==> config.mk <==
export PLATFORM = sky130hd
export DESIGN_NAME = mem_byte_arb
export DESIGN_NICKNAME = d
export VERILOG_FILES = /design/src/rtl/mem_byte_arb.sv
export SDC_FILE = /design/constraint.sdc
export NUM_CORES = 1
export LEC_CHECK = 0
export BUFFER_PORTS_ARGS = -buffer_cell sky130_fd_sc_hd__buf_2
export CAP_MARGIN = 20
export CORE_MARGIN = 1.5
export CORE_UTILIZATION = 43
export CTS_CLUSTER_DIAMETER = 60
export DETAILED_ROUTE_END_ITERATION = 6
export PLACE_DENSITY = 0.81
export SLEW_MARGIN = 20
export SYNTH_ARGS = -nofsm -noshare
export SYNTH_HDL_FRONTEND = slang
export SYNTH_SLANG_ARGS = --single-unit
export TNS_END_PERCENT = 1
==> constraint.sdc <==
create_clock -name clk -period 1.85 [get_ports clk]
set_clock_uncertainty 0.2 [all_clocks]
set_input_delay 0 -clock clk [delete_from_list [all_inputs] [get_ports clk]]
set_output_delay 0 -clock clk [all_outputs]
set_load 0.02 [all_outputs]
==> src/rtl/mem_byte_arb.sv <==
// Two-master arbiter that turns 32-bit word transfers into four byte cycles on an 8-bit memory.
// Arbitration policy: define MEM_BYTE_ARB_RR_EN for round-robin, leave undefined for fixed priority (m1 wins).
module mem_byte_arb #(
  parameter int ADR_W = 14
) (
  input  logic             clk,
  input  logic             rst,
  input  logic             m0_req,
  input  logic             m0_we,
  input  logic [ADR_W-1:0] m0_adr,
  input  logic [3:0]       m0_sel,
  input  logic [31:0]      m0_dat_i,
  output logic [31:0]      m0_dat_o,
  output logic             m0_ack,
  input  logic             m1_req,
  input  logic             m1_we,
  input  logic [ADR_W-1:0] m1_adr,
  input  logic [3:0]       m1_sel,
  input  logic [31:0]      m1_dat_i,
  output logic [31:0]      m1_dat_o,
  output logic             m1_ack,
  output logic [ADR_W-1:0] mem_adr,
  output logic [7:0]       mem_dat_o,
  input  logic [7:0]       mem_dat_i,
  output logic             mem_we,
  output logic             mem_en,
  output logic [1:0]       dbg_state
);

  // Handshake: a master raises req with stable we/adr/sel/dat_i and holds it until its ack,
  // a single-cycle pulse during which dat_o is valid; inputs are only looked at in IDLE.
  typedef enum logic [1:0] {IDLE = 2'd0, BYTE = 2'd1, DONE = 2'd2} state_t;

  state_t           state_q, state_d;
  logic [1:0]       k_q;
  logic             gnt_q;
  logic             we_q;
  logic [ADR_W-3:0] wadr_q;
  logic [3:0]       sel_q;
  logic [31:0]      wdat_q;
  logic [31:0]      rd_q;
  logic             cap_q;
  logic [1:0]       cap_lane_q;

  logic             start;
  logic             ack;
  logic             pick;
  logic             lane_en;
  logic [4:0]       wr_off;
  logic [4:0]       cap_off;
  logic [31:0]      rd_view;
  logic             unused_adr_bits;

  assign unused_adr_bits = ^{m0_adr[1:0], m1_adr[1:0]};

`ifdef MEM_BYTE_ARB_RR_EN
  logic last_q;
  assign pick = (m0_req & m1_req) ? ~last_q : m1_req;
`else
  assign pick = m1_req;
`endif

  // Lane k carries bits [31-8k:24-8k]; 3-k equals ~k on two bits.
  assign lane_en = sel_q[~k_q];
  assign wr_off  = {~k_q, 3'b000};
  assign cap_off = {~cap_lane_q, 3'b000};

  always_comb begin
    state_d   = state_q;
    start     = 1'b0;
    ack       = 1'b0;
    mem_en    = 1'b0;
    mem_we    = 1'b0;
    mem_adr   = {wadr_q, k_q};
    mem_dat_o = wdat_q[wr_off +: 8];
    case (state_q)
      IDLE: begin
        if (m0_req | m1_req) begin
          start   = 1'b1;
          state_d = BYTE;
        end
      end
      BYTE: begin
        mem_en = lane_en;
        mem_we = we_q & lane_en;
        if (k_q == 2'd3) state_d = DONE;
      end
      DONE: begin
        ack     = 1'b1;
        state_d = IDLE;
      end
      default: state_d = IDLE;
    endcase
  end

  always_ff @(posedge clk) begin
    if (rst) begin
      state_q    <= IDLE;
      k_q        <= 2'd0;
      gnt_q      <= 1'b0;
      we_q       <= 1'b0;
      wadr_q     <= '0;
      sel_q      <= 4'd0;
      wdat_q     <= 32'd0;
      rd_q       <= 32'd0;
      cap_q      <= 1'b0;
      cap_lane_q <= 2'd0;
`ifdef MEM_BYTE_ARB_RR_EN
      last_q     <= 1'b0;
`endif
    end else begin
      state_q    <= state_d;
      cap_q      <= (state_q == BYTE) & lane_en & ~we_q;
      cap_lane_q <= k_q;
      if (cap_q) rd_q[cap_off +: 8] <= mem_dat_i;
      if (state_q == BYTE) k_q <= k_q + 2'd1;
      if (start) begin
        gnt_q  <= pick;
        we_q   <= pick ? m1_we : m0_we;
        wadr_q <= pick ? m1_adr[ADR_W-1:2] : m0_adr[ADR_W-1:2];
        sel_q  <= pick ? m1_sel : m0_sel;
        wdat_q <= pick ? m1_dat_i : m0_dat_i;
        k_q    <= 2'd0;
        rd_q   <= 32'd0;
`ifdef MEM_BYTE_ARB_RR_EN
        last_q <= pick;
`endif
      end
    end
  end

  // Lane 3 arrives in DONE, the ack cycle itself, so it is forwarded straight from memory.
  always_comb begin
    rd_view = rd_q;
    if (cap_q) rd_view[cap_off +: 8] = mem_dat_i;
  end

  assign m0_dat_o  = rd_view;
  assign m1_dat_o  = rd_view;
  assign m0_ack    = ack & ~gnt_q;
  assign m1_ack    = ack & gnt_q;
  assign dbg_state = state_q;

endmodule

* After elaboration in Yosys (flattened, before gate mapping)
Cells that the tools add are included.
W data, S select, Z words.
** Word-level totals
- Word-level logic and storage cells :: 50
- Output and inout bits :: 92
- Register bits :: 89
** Cells by class
- Eq/ne operators :: 5
- Add/subtract/negate cells :: 2
- Muxes and demuxes :: 16
- Reductions and logical operators :: 3
- Shift operators :: 3
- Bitwise logic cells :: 10
- $lt $le $gt $ge :: 1
** Operator list (number)
- $mux W32 :: 2
- $bwmux W32 :: 1
- $shift A8 B7 Y32 const A :: 1
- $shiftx A32 B6 Y8 :: 1
- $shiftx A8 B7 Y32 :: 1
- $mux W12 :: 1
- $mux W1 :: 7
- $neg A5 Y7 :: 1
- $and A1 B1 Y1 :: 5
- $eq A2 B2 Y1 const B :: 2
- $mux W2 :: 2
- $mux W4 :: 1
- $ne A2 B2 Y1 const B :: 2
- $not A2 Y2 :: 2
- $pmux W2 S2 :: 1
- $lt A2 B3 Y1 const B :: 1
- $add A2 B1 Y2 const B :: 1
- $bmux W1 S2 :: 1
- $eq A2 B1 Y1 const B :: 1
- $logic_not A2 Y1 :: 1
- $not A1 Y1 :: 2
- $reduce_and A2 Y1 :: 1
- $reduce_or A2 Y1 :: 1
- $or A1 B1 Y1 :: 1

* Depth between registers and ports, before layout
- Depth after elaboration :: 5
- Gate-level depth with buffers :: 8
- Gate-level depth less buffers :: 5

* Worst setup path before layout
OpenSTA, ideal clock, no wires.
- Kind :: register to output
- Start point :: register cap_lane_q[0]
- End point :: output port m1_dat_o[0]
- Buffers on the path :: 1
- Stages on the path, launching flop included :: 7
- Setup slack :: -0.237 ns
- Data arrival time :: 1.887 ns
- Path through :: dfxtp_1 inv_1 ha_1 nand3b_1 or3_1 nand2_1 buf_4
** Between the ends
- Longest elaborated chain between the ends :: 5
** RTL lines
- from (decl) :: line 43 : logic [1:0] cap_lane_q;
- from (signal assigned) :: line 114 : cap_lane_q <= k_q;
- $not A2 Y2 (*) :: line 66 : assign cap_off = {~cap_lane_q, 3'b000};
- $neg A5 Y7 (*) :: line 135 : if (cap_q) rd_view[cap_off +: 8] = mem_dat_i;
- $shiftx A8 B7 Y32 or $shift A8 B7 Y32 (tied branches) :: line 135
- $bwmux W32 (*) :: line 135
- $mux W32 (*)
- to (decl) :: line 20 : output logic [31:0] m1_dat_o,
Every way passes the cells marked *; elsewhere a longest branch is shown, timed or not.

* Final worst setup path
- Start point :: register cap_lane_q[0]
- End point :: output port m1_dat_o[1]
The elaborated chain is that of the path after synthesis.

==> run summary <==
PWR
-------------------------------------------------------------------------------------
Switching power ........................................................      1.35 mW
PwrDens ................................................................   626 nW/µm²
Worst vdd rail ir drop .................................................       486 µV
Fraction of power consumed by combinational cells ......................        25.1%
Internal cell power ....................................................      3.10 mW
Fraction of power consumed by the clock network ........................        27.7%
Switching fraction of total power ......................................        30.4%
Leakage power of the design ............................................      3.36 nW
Power share of the sequential group ....................................        47.2%

CRITICAL PATH
-------------------------------------------------------------------------------------
Worst-path fanout max ..................................................            8
Critical-path cell list ................................................ inv_4, ha_4, nand3b_1, buf_6, or3_4, nand2_2, buf_4
Launch instance of the worst register-to-register path ................. cap_lane_q[0]
Data required time at the worst endpoint ...............................      1650 ps
Family with the most delay on the worst path ........................... simple AND/OR/NAND/NOR gates
Buffer and inverter count on the worst path ............................            3
Worst Setup End Kind ...................................................   output pin
Critical path type ..................................................... flop to output pin
Arrival time at the worst endpoint .....................................      1940 ps
Capturing point of the worst reg2reg path ..............................     rd_q[23]
Length in cells of the worst reg-to-reg path ...........................            9
Instance count on the critical path ....................................            7
Delay of the slowest cell on the worst path ............................       390 ps
R2r setup slk ..........................................................       -90 ps
Endpoint of the worst setup timing path ................................  m1_dat_o[1]
CP max stage cell ...................................................... sky130_fd_sc_hd__dfxtp_4
Startpoint type of the worst setup path ................................         flop
Crit path from ......................................................... cap_lane_q[0]

FINISH
-------------------------------------------------------------------------------------
Fill cell count ........................................................          684
Area of combinational cells with multiple inputs .......................     2440 µm²
Antenna fix cells ......................................................            0
Top library cells by usage in the layout, fill and taps aside .......... sky130_fd_sc_hd__buf_2, sky130_fd_sc_hd__dlygate4sd3_1, sky130_fd_sc_hd__dfxtp_1
Layout net count .......................................................          873
Signed area change from the synthesized netlist to the final layout ....        59.2%
Commonest non-fill, non-tap cell in the layout ......................... sky130_fd_sc_hd__buf_2
Register area ..........................................................     1800 µm²
Fraction of layout cells with a size suffix above 1 ....................        41.2%
Final standard cell utilization of the core ............................        69.9%

GLOBAL ROUTE
-------------------------------------------------------------------------------------
Largest net degree at the start of global routing ......................           51
Global-route wire length before repair .................................      23.6 mm
Vias in the first global route .........................................         4936
Remaining Overflow, GRT ................................................            0
Number of antenna violations at the first check in global routing ......            0
Global router's overall resource usage .................................        26.5%

CTS
-------------------------------------------------------------------------------------
TritonCTS buffer count .................................................            9
Root buffer cell ....................................................... sky130_fd_sc_hd__clkbuf_8
H-tree Lvls ............................................................            3
Maximum clock path buffer count ........................................            2
Clock-pin slew on the worst setup and hold paths .......................        90 ps
CTS tree ...............................................................          yes
Clock latency on the worst-skew pair ...................................       350 ps
Clk sinks ..............................................................           89

RUN
-------------------------------------------------------------------------------------
Max cap viols ..........................................................            0

LOGIC SYNTHESIS
-------------------------------------------------------------------------------------
Library cell occupying the most area in the post-synthesis netlist ..... sky130_fd_sc_hd__dfxtp_1
Number of enable flip-flop cells after synthesis .......................            0
Top cells by area in the synthesized netlist ........................... sky130_fd_sc_hd__dfxtp_1, sky130_fd_sc_hd__mux2i_1, sky130_fd_sc_hd__a21oi_1, sky130_fd_sc_hd__a211oi_1, sky130_fd_sc_hd__buf_4
Gate count of the mapped netlist .......................................          482
Area share of the largest cell type after synthesis ....................        39.8%
Count of warnings emitted by yosys .....................................            0
Flip-flop cell with the highest count after synthesis .................. sky130_fd_sc_hd__dfxtp_1
Share of the yosys chip area belonging to registers ....................        39.8%
Flops & latches, synth .................................................           89
Post-Syn Area ..........................................................     4470 µm²
Post-synthesis area per instance .......................................     9.28 µm²
Synthesized netlist net count ..........................................          602
Async set or reset register ratio after synthesis ......................           0%
Number of distinct library cells after synthesis .......................           34

STATUS
-------------------------------------------------------------------------------------
Violated checks ........................................................ negative setup slack
Run status ............................................................. finished, violations left

MIN PATH
-------------------------------------------------------------------------------------
Path category of the worst min-delay check ............................. input port to flop
Launch point of the worst hold path ....................................       m1_req

TIMING
-------------------------------------------------------------------------------------
Fmax ...................................................................      468 MHz
Final number of max-transition violations ..............................            0
Max transition margin ..................................................        72.9%
Setup repair after global routing missed its margin ....................         true
Number of setup violations in the final report .........................           65
Post-route minimum period ..............................................      2140 ps
Final worst path period share ..........................................         116%
Pin slew with the least headroom to its limit ..........................       406 ps
Final Hold Violating Endpoints .........................................            0
Fin worst setup slack ..................................................      -287 ps

PLACED DESIGN
-------------------------------------------------------------------------------------
Gp weighted congestion .................................................        0.792
Number of buffers inserted by port buffering ...........................          201
Worst slack at placement ...............................................     -11.1 ps
Detailed Place HPWL ....................................................      8.52 mm

FLOORPLAN
-------------------------------------------------------------------------------------
Number of top-level pins ...............................................          206
Area of the core .......................................................    10200 µm²
Die area ...............................................................    11000 µm²
Number of placement rows ...............................................           37
Height of the die ......................................................       105 µm
Die outline width ......................................................       105 µm
Starting density of the core ...........................................        43.9%

DRT
-------------------------------------------------------------------------------------
Mean routed wirelength per cell ........................................      17.3 µm
Vias post-DR ...........................................................         4887
Via-per-instance ratio .................................................         5.47
Drt total wl ...........................................................      15.5 mm
Antenna-violating nets left ............................................            0
Post-detailed-route DRC marker count ...................................            0
Count of routing violations after the opening detailed-route iteration .          276
First-pass DRT Iterations ..............................................            4

==> power groups by stage <==
stage          logic [mW]  clock network, mW  registers (mW)
2_1_floorplan       0.496                  0            2.16
3_3_place_gp        0.804                  0            2.13
3_5_place_dp        0.830                  0            2.14
4_1_cts              1.05               1.26            2.10
5_1_grt              1.18               1.33            2.12
6_report             1.12               1.23            2.11
==> cell usage after synthesis (3+ instances only) <==
library cell / n
sky130_fd_sc_hd__dfxtp_1: 89
sky130_fd_sc_hd__ha_1: 6
sky130_fd_sc_hd__a211oi_1: 39
sky130_fd_sc_hd__or3_1: 8
sky130_fd_sc_hd__nor2b_1: 6
sky130_fd_sc_hd__and4b_1: 3
sky130_fd_sc_hd__nand2_1: 33
sky130_fd_sc_hd__nor2_1: 23
sky130_fd_sc_hd__mux2i_1: 52
sky130_fd_sc_hd__a211oi_2: 10
sky130_fd_sc_hd__buf_1: 3
sky130_fd_sc_hd__inv_1: 28
sky130_fd_sc_hd__a32oi_1: 17
sky130_fd_sc_hd__nor3b_1: 4
sky130_fd_sc_hd__buf_2: 5
sky130_fd_sc_hd__mux4_2: 8
sky130_fd_sc_hd__nand4_1: 6
sky130_fd_sc_hd__buf_4: 32
sky130_fd_sc_hd__clkbuf_1: 29
sky130_fd_sc_hd__a21oi_1: 64
==> layer usage <==
layer	vias to the layer above	track usage (%)	wire, µm	part of all wire (%)
met2	265	48.6	8150	53
met1	2326	29.9	5820	38
met4	0	11.6	469	3.0
met5	-	0	0	0
met3	42	4.49	1050	6.8
li1	2254	-	-	-
==> worst min-delay path, stage by stage <==
cell and delay [ps]:
sky130_fd_sc_hd__buf_2 120, sky130_fd_sc_hd__or2_2 140, sky130_fd_sc_hd__buf_4 250, sky130_fd_sc_hd__a22oi_1 100, sky130_fd_sc_hd__nor2_1 80
==> sequential cells by signal, summed over array words and instances (netlist names) <==
name,cells
rd_q,32
k_q,2
cap_q,1
we_q,1
sel_q,4
dbg_state,2
wadr_q,12
wdat_q,32
gnt_q,1
cap_lane_q,2
==> metrics by stage <==
stage | power [mW] | instances | TNS, ps | hold slack, ps | area (µm²)
floorplan | 2.66 | 482 | -10.0 | -9.87 | 4510
global placement | 2.94 | 766 | 0 | 99.4 | 5460
detailed placement | 2.97 | 766 | -25.7 | 118 | 5460
CTS | 4.40 | 893 | -14040 | 150 | 6940
global route | 4.63 | 894 | -17850 | 210 | 7120
finish | 4.46 | 894 | -12380 | 185 | 7120
==> cells by family (layout without fill, tap and decap cells) <==
| kind of cell | count (synthesis) | in the layout | synth area share [%] |
|---|---|---|---|
| simple gates | 92 | 92 | 10.4 |
| fa+ha+maj | 6 | 6 | 1.68 |
| compound gates | 135 | 135 | 20.8 |
| xor+xnor | 1 | 1 | 0.196 |
| flops | 89 | 89 | 39.8 |
| buf+inv | 99 | 375 | 11.5 |
| mux | 60 | 60 | 15.7 |
==> worst min-delay path by stage <==
| stage | depth (start not counted) | slack (ps) | to |
|---|---|---|---|
| 6_report | 5 | 190 | dbg_state[0] |
| 5_1_grt | 5 | 210 | dbg_state[0] |
| 4_1_cts | 5 | 150 | dbg_state[0] |
| 3_5_place_dp | 3 | 120 | gnt_q |
| 3_3_place_gp | 3 | 100 | gnt_q |
| 2_1_floorplan | 2 | -10 | rd_q[10] |
==> repair_timing <==
action / in CTS / in global routing
pin swaps: 14 / 11
gates cloned: 0 / 0
endpoints found under the setup margin: 69 / 72
setup buffers: 2 / 1
hold buffers: 109 / 0
gates resized for setup: 51 / 48
hold endpoints to repair: 86 / 0
==> final cells by class <==
class | count | area share, %
clock buffer | 10 | 1.79
sequential | 89 | 25.2
timing repair buffer | 331 | 34.1
tap | 136 | 2.39
inverter | 28 | 1.51
multi-input combinational | 294 | 34.3
clock inverter | 6 | 0.685
(Power assumes the default switching activity.)
